### config.mk
export PLATFORM = sky130hd
export DESIGN_NAME = uart_code_lock_ctrl
export DESIGN_NICKNAME = d
export VERILOG_FILES = /design/src/rtl/uart_code_lock_ctrl.sv
export SDC_FILE = /design/constraint.sdc
export NUM_CORES = 1
export LEC_CHECK = 0
export BUFFER_PORTS_ARGS = -buffer_cell sky130_fd_sc_hd__buf_2
export CORE_ASPECT_RATIO = 1.75
export CORE_MARGIN = 5
export CORE_UTILIZATION = 54
export DETAILED_ROUTE_END_ITERATION = 6
export PLACE_DENSITY = 0.75
export SLEW_MARGIN = 5
export SYNTH_ARGS = -nofsm -noshare
export SYNTH_HDL_FRONTEND = slang
export SYNTH_SLANG_ARGS = --single-unit
### constraint.sdc
create_clock -name clk -period 5.8 [get_ports clk]
set_input_delay 0.58 -clock clk [delete_from_list [all_inputs] [get_ports clk]]
set_output_delay 0.58 -clock clk [all_outputs]
set_load 0.02 [all_outputs]
### src/rtl/uart_code_lock_ctrl.sv
// uart_code_lock_ctrl
// Sequencer between a UART receive byte stream and a lock actuator.
// A PIN is typed as ASCII digits and confirmed with '#'. A correct PIN opens the
// lock for OPEN_CYCLES clocks. MAX_FAILS consecutive wrong PINs start a lockout
// of LOCKOUT_CYCLES clocks, and all input is ignored while it runs.
// Optional feature: define UART_LOCK_ACK_EN to send a one-byte status ('O', 'E',
// 'L', 'K') to a UART transmitter through a one-entry pending buffer.
module uart_code_lock_ctrl #(
  parameter logic [31:0] CODE           = 32'h31323334,
  parameter int unsigned OPEN_CYCLES    = 250000000,
  parameter int unsigned MAX_FAILS      = 3,
  parameter int unsigned LOCKOUT_CYCLES = 1500000000
) (
  input  logic       clk,
  input  logic       rst,
  input  logic       rx_valid,
  input  logic [7:0] rx_byte,
  input  logic       tx_busy,
  output logic       lock_open,
  output logic       lockout,
  output logic [2:0] fail_count,
  output logic [2:0] state_dbg,
  output logic       tx_start,
  output logic [7:0] tx_byte
);

  localparam logic [2:0] ST_IDLE    = 3'd0;
  localparam logic [2:0] ST_ENTRY   = 3'd1;
  localparam logic [2:0] ST_CHECK   = 3'd2;
  localparam logic [2:0] ST_OPEN    = 3'd3;
  localparam logic [2:0] ST_LOCKOUT = 3'd4;

  localparam logic [7:0] CH_HASH = 8'h23;
  localparam logic [7:0] CH_STAR = 8'h2A;
  localparam logic [7:0] CH_C    = 8'h43;

  localparam logic [7:0] ACK_OPEN  = 8'h4F;
  localparam logic [7:0] ACK_ERR   = 8'h45;
  localparam logic [7:0] ACK_LOCK  = 8'h4C;
  localparam logic [7:0] ACK_CLOSE = 8'h4B;

  // The timers count down to zero, so the reload value is the duration minus one.
  localparam logic [31:0] OPEN_RELOAD = 32'(OPEN_CYCLES - 32'd1);
  localparam logic [31:0] LOCK_RELOAD = 32'(LOCKOUT_CYCLES - 32'd1);
  localparam logic [2:0]  FAIL_LIMIT  = 3'(MAX_FAILS);

  // Count value that marks an overlength entry; digits beyond it no longer count.
  localparam logic [2:0]  COUNT_SAT   = 3'd5;

  function automatic logic is_digit(input logic [7:0] b);
    return (b >= 8'h30) && (b <= 8'h39);
  endfunction

  logic [2:0]  state_r;
  logic [31:0] entry_r;
  logic [2:0]  count_r;
  logic [31:0] timer_r;
  logic [2:0]  fail_r;
  logic        lock_open_r;
  logic        lockout_r;

  logic [2:0]  state_nxt_s;
  logic [31:0] entry_nxt_s;
  logic [2:0]  count_nxt_s;
  logic [31:0] timer_nxt_s;
  logic [2:0]  fail_nxt_s;
  logic [2:0]  fail_inc_s;
  logic        evt_valid_s;
  logic [7:0]  evt_byte_s;
  logic        illegal_s;

  // Next-state, entry, timer and fail-count decisions for the command sequencer.
  always_comb begin
    state_nxt_s = state_r;
    entry_nxt_s = entry_r;
    count_nxt_s = count_r;
    timer_nxt_s = timer_r;
    fail_nxt_s  = fail_r;
    fail_inc_s  = fail_r + 3'd1;
    evt_valid_s = 1'b0;
    evt_byte_s  = 8'h00;
    illegal_s   = 1'b0;
    case (state_r)
      ST_IDLE, ST_ENTRY: begin
        if (rx_valid) begin
          if (is_digit(rx_byte)) begin
            entry_nxt_s = {entry_r[23:0], rx_byte};
            if (count_r >= COUNT_SAT) begin
              count_nxt_s = COUNT_SAT;
            end else begin
              count_nxt_s = count_r + 3'd1;
            end
            state_nxt_s = ST_ENTRY;
          end else if (rx_byte == CH_HASH) begin
            state_nxt_s = ST_CHECK;
          end else if ((rx_byte == CH_STAR) || (rx_byte == CH_C)) begin
            entry_nxt_s = 32'h0000_0000;
            count_nxt_s = 3'd0;
            state_nxt_s = ST_IDLE;
          end else begin
            state_nxt_s = state_r;
          end
        end else begin
          state_nxt_s = state_r;
        end
      end
      ST_CHECK: begin
        // Input arriving in this cycle is dropped; the entry is always consumed.
        entry_nxt_s = 32'h0000_0000;
        count_nxt_s = 3'd0;
        evt_valid_s = 1'b1;
        if ((count_r == 3'd4) && (entry_r == CODE)) begin
          state_nxt_s = ST_OPEN;
          timer_nxt_s = OPEN_RELOAD;
          fail_nxt_s  = 3'd0;
          evt_byte_s  = ACK_OPEN;
        end else if (fail_inc_s >= FAIL_LIMIT) begin
          state_nxt_s = ST_LOCKOUT;
          timer_nxt_s = LOCK_RELOAD;
          fail_nxt_s  = FAIL_LIMIT;
          evt_byte_s  = ACK_LOCK;
        end else begin
          state_nxt_s = ST_IDLE;
          fail_nxt_s  = fail_inc_s;
          evt_byte_s  = ACK_ERR;
        end
      end
      ST_OPEN: begin
        // Timeout and a manual 'C' in the same cycle merge into one close.
        if ((timer_r == 32'd0) || (rx_valid && (rx_byte == CH_C))) begin
          state_nxt_s = ST_IDLE;
          evt_valid_s = 1'b1;
          evt_byte_s  = ACK_CLOSE;
        end else begin
          timer_nxt_s = timer_r - 32'd1;
        end
      end
      ST_LOCKOUT: begin
        if (timer_r == 32'd0) begin
          state_nxt_s = ST_IDLE;
          fail_nxt_s  = 3'd0;
        end else begin
          timer_nxt_s = timer_r - 32'd1;
        end
      end
      default: begin
        state_nxt_s = ST_IDLE;
        entry_nxt_s = 32'h0000_0000;
        count_nxt_s = 3'd0;
        timer_nxt_s = 32'd0;
        fail_nxt_s  = 3'd0;
        illegal_s   = 1'b1;
      end
    endcase
  end

  // Sequencer state and registered lock outputs, decoded from the next state.
  always_ff @(posedge clk or posedge rst) begin
    if (rst) begin
      state_r     <= ST_IDLE;
      entry_r     <= 32'h0000_0000;
      count_r     <= 3'd0;
      timer_r     <= 32'd0;
      fail_r      <= 3'd0;
      lock_open_r <= 1'b0;
      lockout_r   <= 1'b0;
    end else begin
      state_r     <= state_nxt_s;
      entry_r     <= entry_nxt_s;
      count_r     <= count_nxt_s;
      timer_r     <= timer_nxt_s;
      fail_r      <= fail_nxt_s;
      lock_open_r <= (state_nxt_s == ST_OPEN);
      lockout_r   <= (state_nxt_s == ST_LOCKOUT);
    end
  end

  assign lock_open  = lock_open_r;
  assign lockout    = lockout_r;
  assign fail_count = fail_r;
  assign state_dbg  = state_r;

`ifdef UART_LOCK_ACK_EN
  logic       pend_r;
  logic [7:0] pend_byte_r;
  logic       tx_start_r;
  logic [7:0] tx_byte_r;
  logic       issue_s;

  assign issue_s = pend_r && !tx_busy;

  // One-entry status buffer: the newest event overwrites, an idle transmitter drains it.
  always_ff @(posedge clk or posedge rst) begin
    if (rst) begin
      pend_r      <= 1'b0;
      pend_byte_r <= 8'h00;
      tx_start_r  <= 1'b0;
      tx_byte_r   <= 8'h00;
    end else if (illegal_s) begin
      pend_r      <= 1'b0;
      pend_byte_r <= 8'h00;
      tx_start_r  <= 1'b0;
      tx_byte_r   <= 8'h00;
    end else begin
      if (issue_s) begin
        tx_start_r <= 1'b1;
        tx_byte_r  <= pend_byte_r;
      end else begin
        tx_start_r <= 1'b0;
        tx_byte_r  <= tx_byte_r;
      end
      if (evt_valid_s) begin
        pend_r      <= 1'b1;
        pend_byte_r <= evt_byte_s;
      end else if (issue_s) begin
        pend_r      <= 1'b0;
        pend_byte_r <= pend_byte_r;
      end else begin
        pend_r      <= pend_r;
        pend_byte_r <= pend_byte_r;
      end
    end
  end

  assign tx_start = tx_start_r;
  assign tx_byte  = tx_byte_r;
`else
  // Without the status channel the transmitter interface is tied off.
  logic unused_ack_inputs;
  assign unused_ack_inputs = ^{tx_busy, evt_valid_s, evt_byte_s, illegal_s};
  assign tx_start = 1'b0;
  assign tx_byte  = 8'h00;
`endif

endmodule
==> results.sh <==
export IMPL_outcome="finished, final reports clean"
export IMPL_finalClockSkew_ns=0.00911
export IMPL_reg2reg_depth=7
export IMPL_drive_above_1_share_pct=12.6
export IMPL_root_buffer="clkbuf_16"
export IMPL_cts_setup_buffers=0
export IMPL_synth_edf_count=0
export IMPL_cp_slowest_stage_delay_ns=0.85
export IMPL_max_slew_worst_pin_slew_ns=1.15
export IMPL_synth_top_area_cell="dfrtp_1"
export IMPL_period_minus_slack_ns=3.46
export IMPL_async_flop_share_pct=100
export IMPL_crit_arrival_ns=3.72
export IMPL_max_cap_violations=0
export IMPL_finalSetupViolCount=0
export IMPL_cts_resized=0
export IMPL_rsz0062_at_grt="false"
export IMPL_holdBufCountCts=0
export IMPL_synth_commonest_cells="75 x dfrtp_1, 32 x nor2_1, 29 x a22o_1, 28 x o21ai_0, 24 x a21oi_1"
export IMPL_max_clock_freq_ghz=0.289
export IMPL_wl_um=10300
export IMPL_period_share_pct=59.7
export IMPL_gp_congestion=0.909
export IMPL_cp_num_buf_inv=1
export IMPL_holdCritStartpoint="rx_byte[2]"
export IMPL_critPathTopFamily="simple AND/OR/NAND/NOR gates"
export IMPL_core_um2=7510
export IMPL_yosysMostFrequentCell="dfrtp_1"
export IMPL_criticalPathCategory="reg -> reg"
export IMPL_antenna_found_initial=0
export IMPL_worstPathRequired_ns=6.05
export IMPL_vias_per_cell=6.69
export IMPL_cpMaxStageDelayCell="nor2_1"
export IMPL_slew_violations=0
export IMPL_end_kind="flop"
export IMPL_netlist_instances=426
export IMPL_clock_sinks=75
export IMPL_rr_endpoint="timer_r[20]"
export IMPL_via_count=3519
export IMPL_power_density_nw_per_um2=290
export IMPL_synth_cell_area_um2=4150
export IMPL_worstPathCellList="nor2b_1 > and2_1 > o31ai_1 > buf_4 > nor2_1 > nor2_1 > a31oi_1"
export IMPL_max_vdd_ir_drop_mv=0.227
export IMPL_grt_pass1_vias=3557
export IMPL_ys_types=66
export IMPL_clk_insertion_delay_late_ns=0.34
export IMPL_portBuffers=18
export IMPL_ant_nets=0
export IMPL_grt_max_degree=76
export IMPL_synth_seq_cells=75
export IMPL_hold_viol=0
export IMPL_post_synth_top_area_fraction_pct=45.3
export IMPL_io_pins=29
export IMPL_diodes=0
export IMPL_dpl_hpwl_um=7050
export IMPL_start_util_pct=55.2
export IMPL_cts_tree="done"
export IMPL_synth_avg_cell_area_um2=9.73
export IMPL_endpoint="timer_r[20]"
export IMPL_path_clk_slew_ns=0.05
export IMPL_drtIter0Drc=333
export IMPL_core_rowCount=42
export IMPL_synthTopCellsByArea="dfrtp_1 45%, a22o_1 6.1%, o21ai_0 3.4%"
export IMPL_rrSetupSlack_ns=2.34
export IMPL_yosys_warnings=0
export IMPL_fin_tns_setup_ns=0
export IMPL_crit_top_cell="nor2_1"
export IMPL_grt_overflow_total=0
export IMPL_drc=0
export IMPL_synth_top_flop_cell="dfrtp_1"
export IMPL_nNetsFinal=452
export IMPL_post_route_util_pct=60.2
export IMPL_timing_slew_headroom_pct=23.3
export IMPL_rr_startpoint="state_dbg[2]"
export IMPL_die_h_um=126
export IMPL_cts_buffer_depth=2
export IMPL_cts_made_buffers=9
export IMPL_hold_path_class="in -> reg"
export IMPL_grtUsageTotal_pct=22.0
export IMPL_cts_htree_levels=3
export IMPL_ys_seq_area_share_pct=45.3
export IMPL_area_growth_pct=9.21
export IMPL_grt_pass1_wl_um=17100
export IMPL_hold_depth=2
export IMPL_leakage_nw=2.03
export IMPL_critPathMaxFanout=14
export IMPL_startpoint="state_dbg[2]"
export IMPL_cp_start_kind="flop"
export IMPL_wl_per_cell_um=19.6
export IMPL_dieArea_um2=9600
export IMPL_dr_pass1_iters=7
export IMPL_die_w_um=76.2
export IMPL_finalPower_mw=1.31
export IMPL_critical_path_depth=7
export IMPL_nFillCells=642
[stage by stage]
| step | std cells | setup slack, ns | hold WS, ns | cell area [um2] |
|---|---|---|---|---|
| finish | 526 | 2.34 | 0.500 | 4530 |
| global route | 526 | 2.11 | 0.508 | 4530 |
| CTS | 526 | 2.39 | 0.491 | 4530 |
| detailed placement | 510 | 2.43 | 0.483 | 4230 |
| global placement | 510 | 2.51 | 0.476 | 4230 |
| floorplan | 434 | 3.31 | 0.459 | 4180 |
[placed cells by master, fill, tap and decap left out, drive strengths merged, types with 9 or more instances in the layout]
cell type | synthesis | layout
o21ai | 35 | 35
nand2 | 11 | 11
inv | 20 | 20
a21oi | 24 | 24
a22o | 29 | 29
conb | 1 | 9
dfrtp | 75 | 75
nand3 | 16 | 16
o31ai | 12 | 12
nor3 | 17 | 17
clkbuf | 19 | 12
a31oi | 17 | 17
buf | 15 | 22
nor2 | 32 | 32
[power breakdown]
group	internal, mW	total (mW)	switching [mW]	leakage (nW)
logic	0.0605	0.151	0.0905	0.900
registers	0.562	0.608	0.0459	0.991
clock network	0.344	0.555	0.211	0.139
total	0.966	1.31	0.347	2.03
[layout make-up]
class / count / area [um2] / area share [%]
multi-input combinational: 305 / 2050 / 45.2
sequential: 75 / 1880 / 41.5
clock buffer: 12 / 246 / 5.44
timing repair buffer: 22 / 120 / 2.65
tap: 88 / 110 / 2.43
inverter: 20 / 75.1 / 1.66
clock inverter: 4 / 50.0 / 1.11
[sequential cells by signal, summed over array words and instances (netlist names)]
signal,count
entry_r,32
timer_r,32
count_r,3
fail_count,3
state_dbg,3
lock_open,1
lockout,1
[logic make-up after synthesis]
| logic type | Yosys count | share of synthesized area (%) |
|---|---|---|
| compound gates | 160 | 27.3 |
| xor+xnor | 1 | 0.211 |
| fa+ha+maj | 7 | 2.11 |
| buf+inv | 54 | 6.28 |
| flops | 75 | 45.3 |
| other cells | 1 | 0.0905 |
| simple gates | 128 | 18.7 |
[worst min path at each step]
stage                        endpoint  slack, ns
after detailed placement  entry_r[30]       0.48
after floorplan           entry_r[24]       0.46
after global routing      entry_r[24]       0.51
final                      entry_r[2]       0.50
after CTS                  entry_r[1]       0.49
after global placement    entry_r[29]       0.48
[metal layers]
metal	vias to the layer above	global-route usage [%]	routed length, um
met5	-	0	0
met1	1756	24.1	3890
li1	1617	-	-
met2	114	38.5	5590
met4	0	12.7	367
met3	32	4.86	437
[worst reg2reg max path: cells and delay by family (launching register included)]
kind / cells / cell delay (ns)
simple gates: 4 / 2.21
flops: 1 / 0.54
compound gates: 2 / 0.41
buf+inv: 1 / 0.22
No activity file was read; power rests on OpenSTA's default activity.
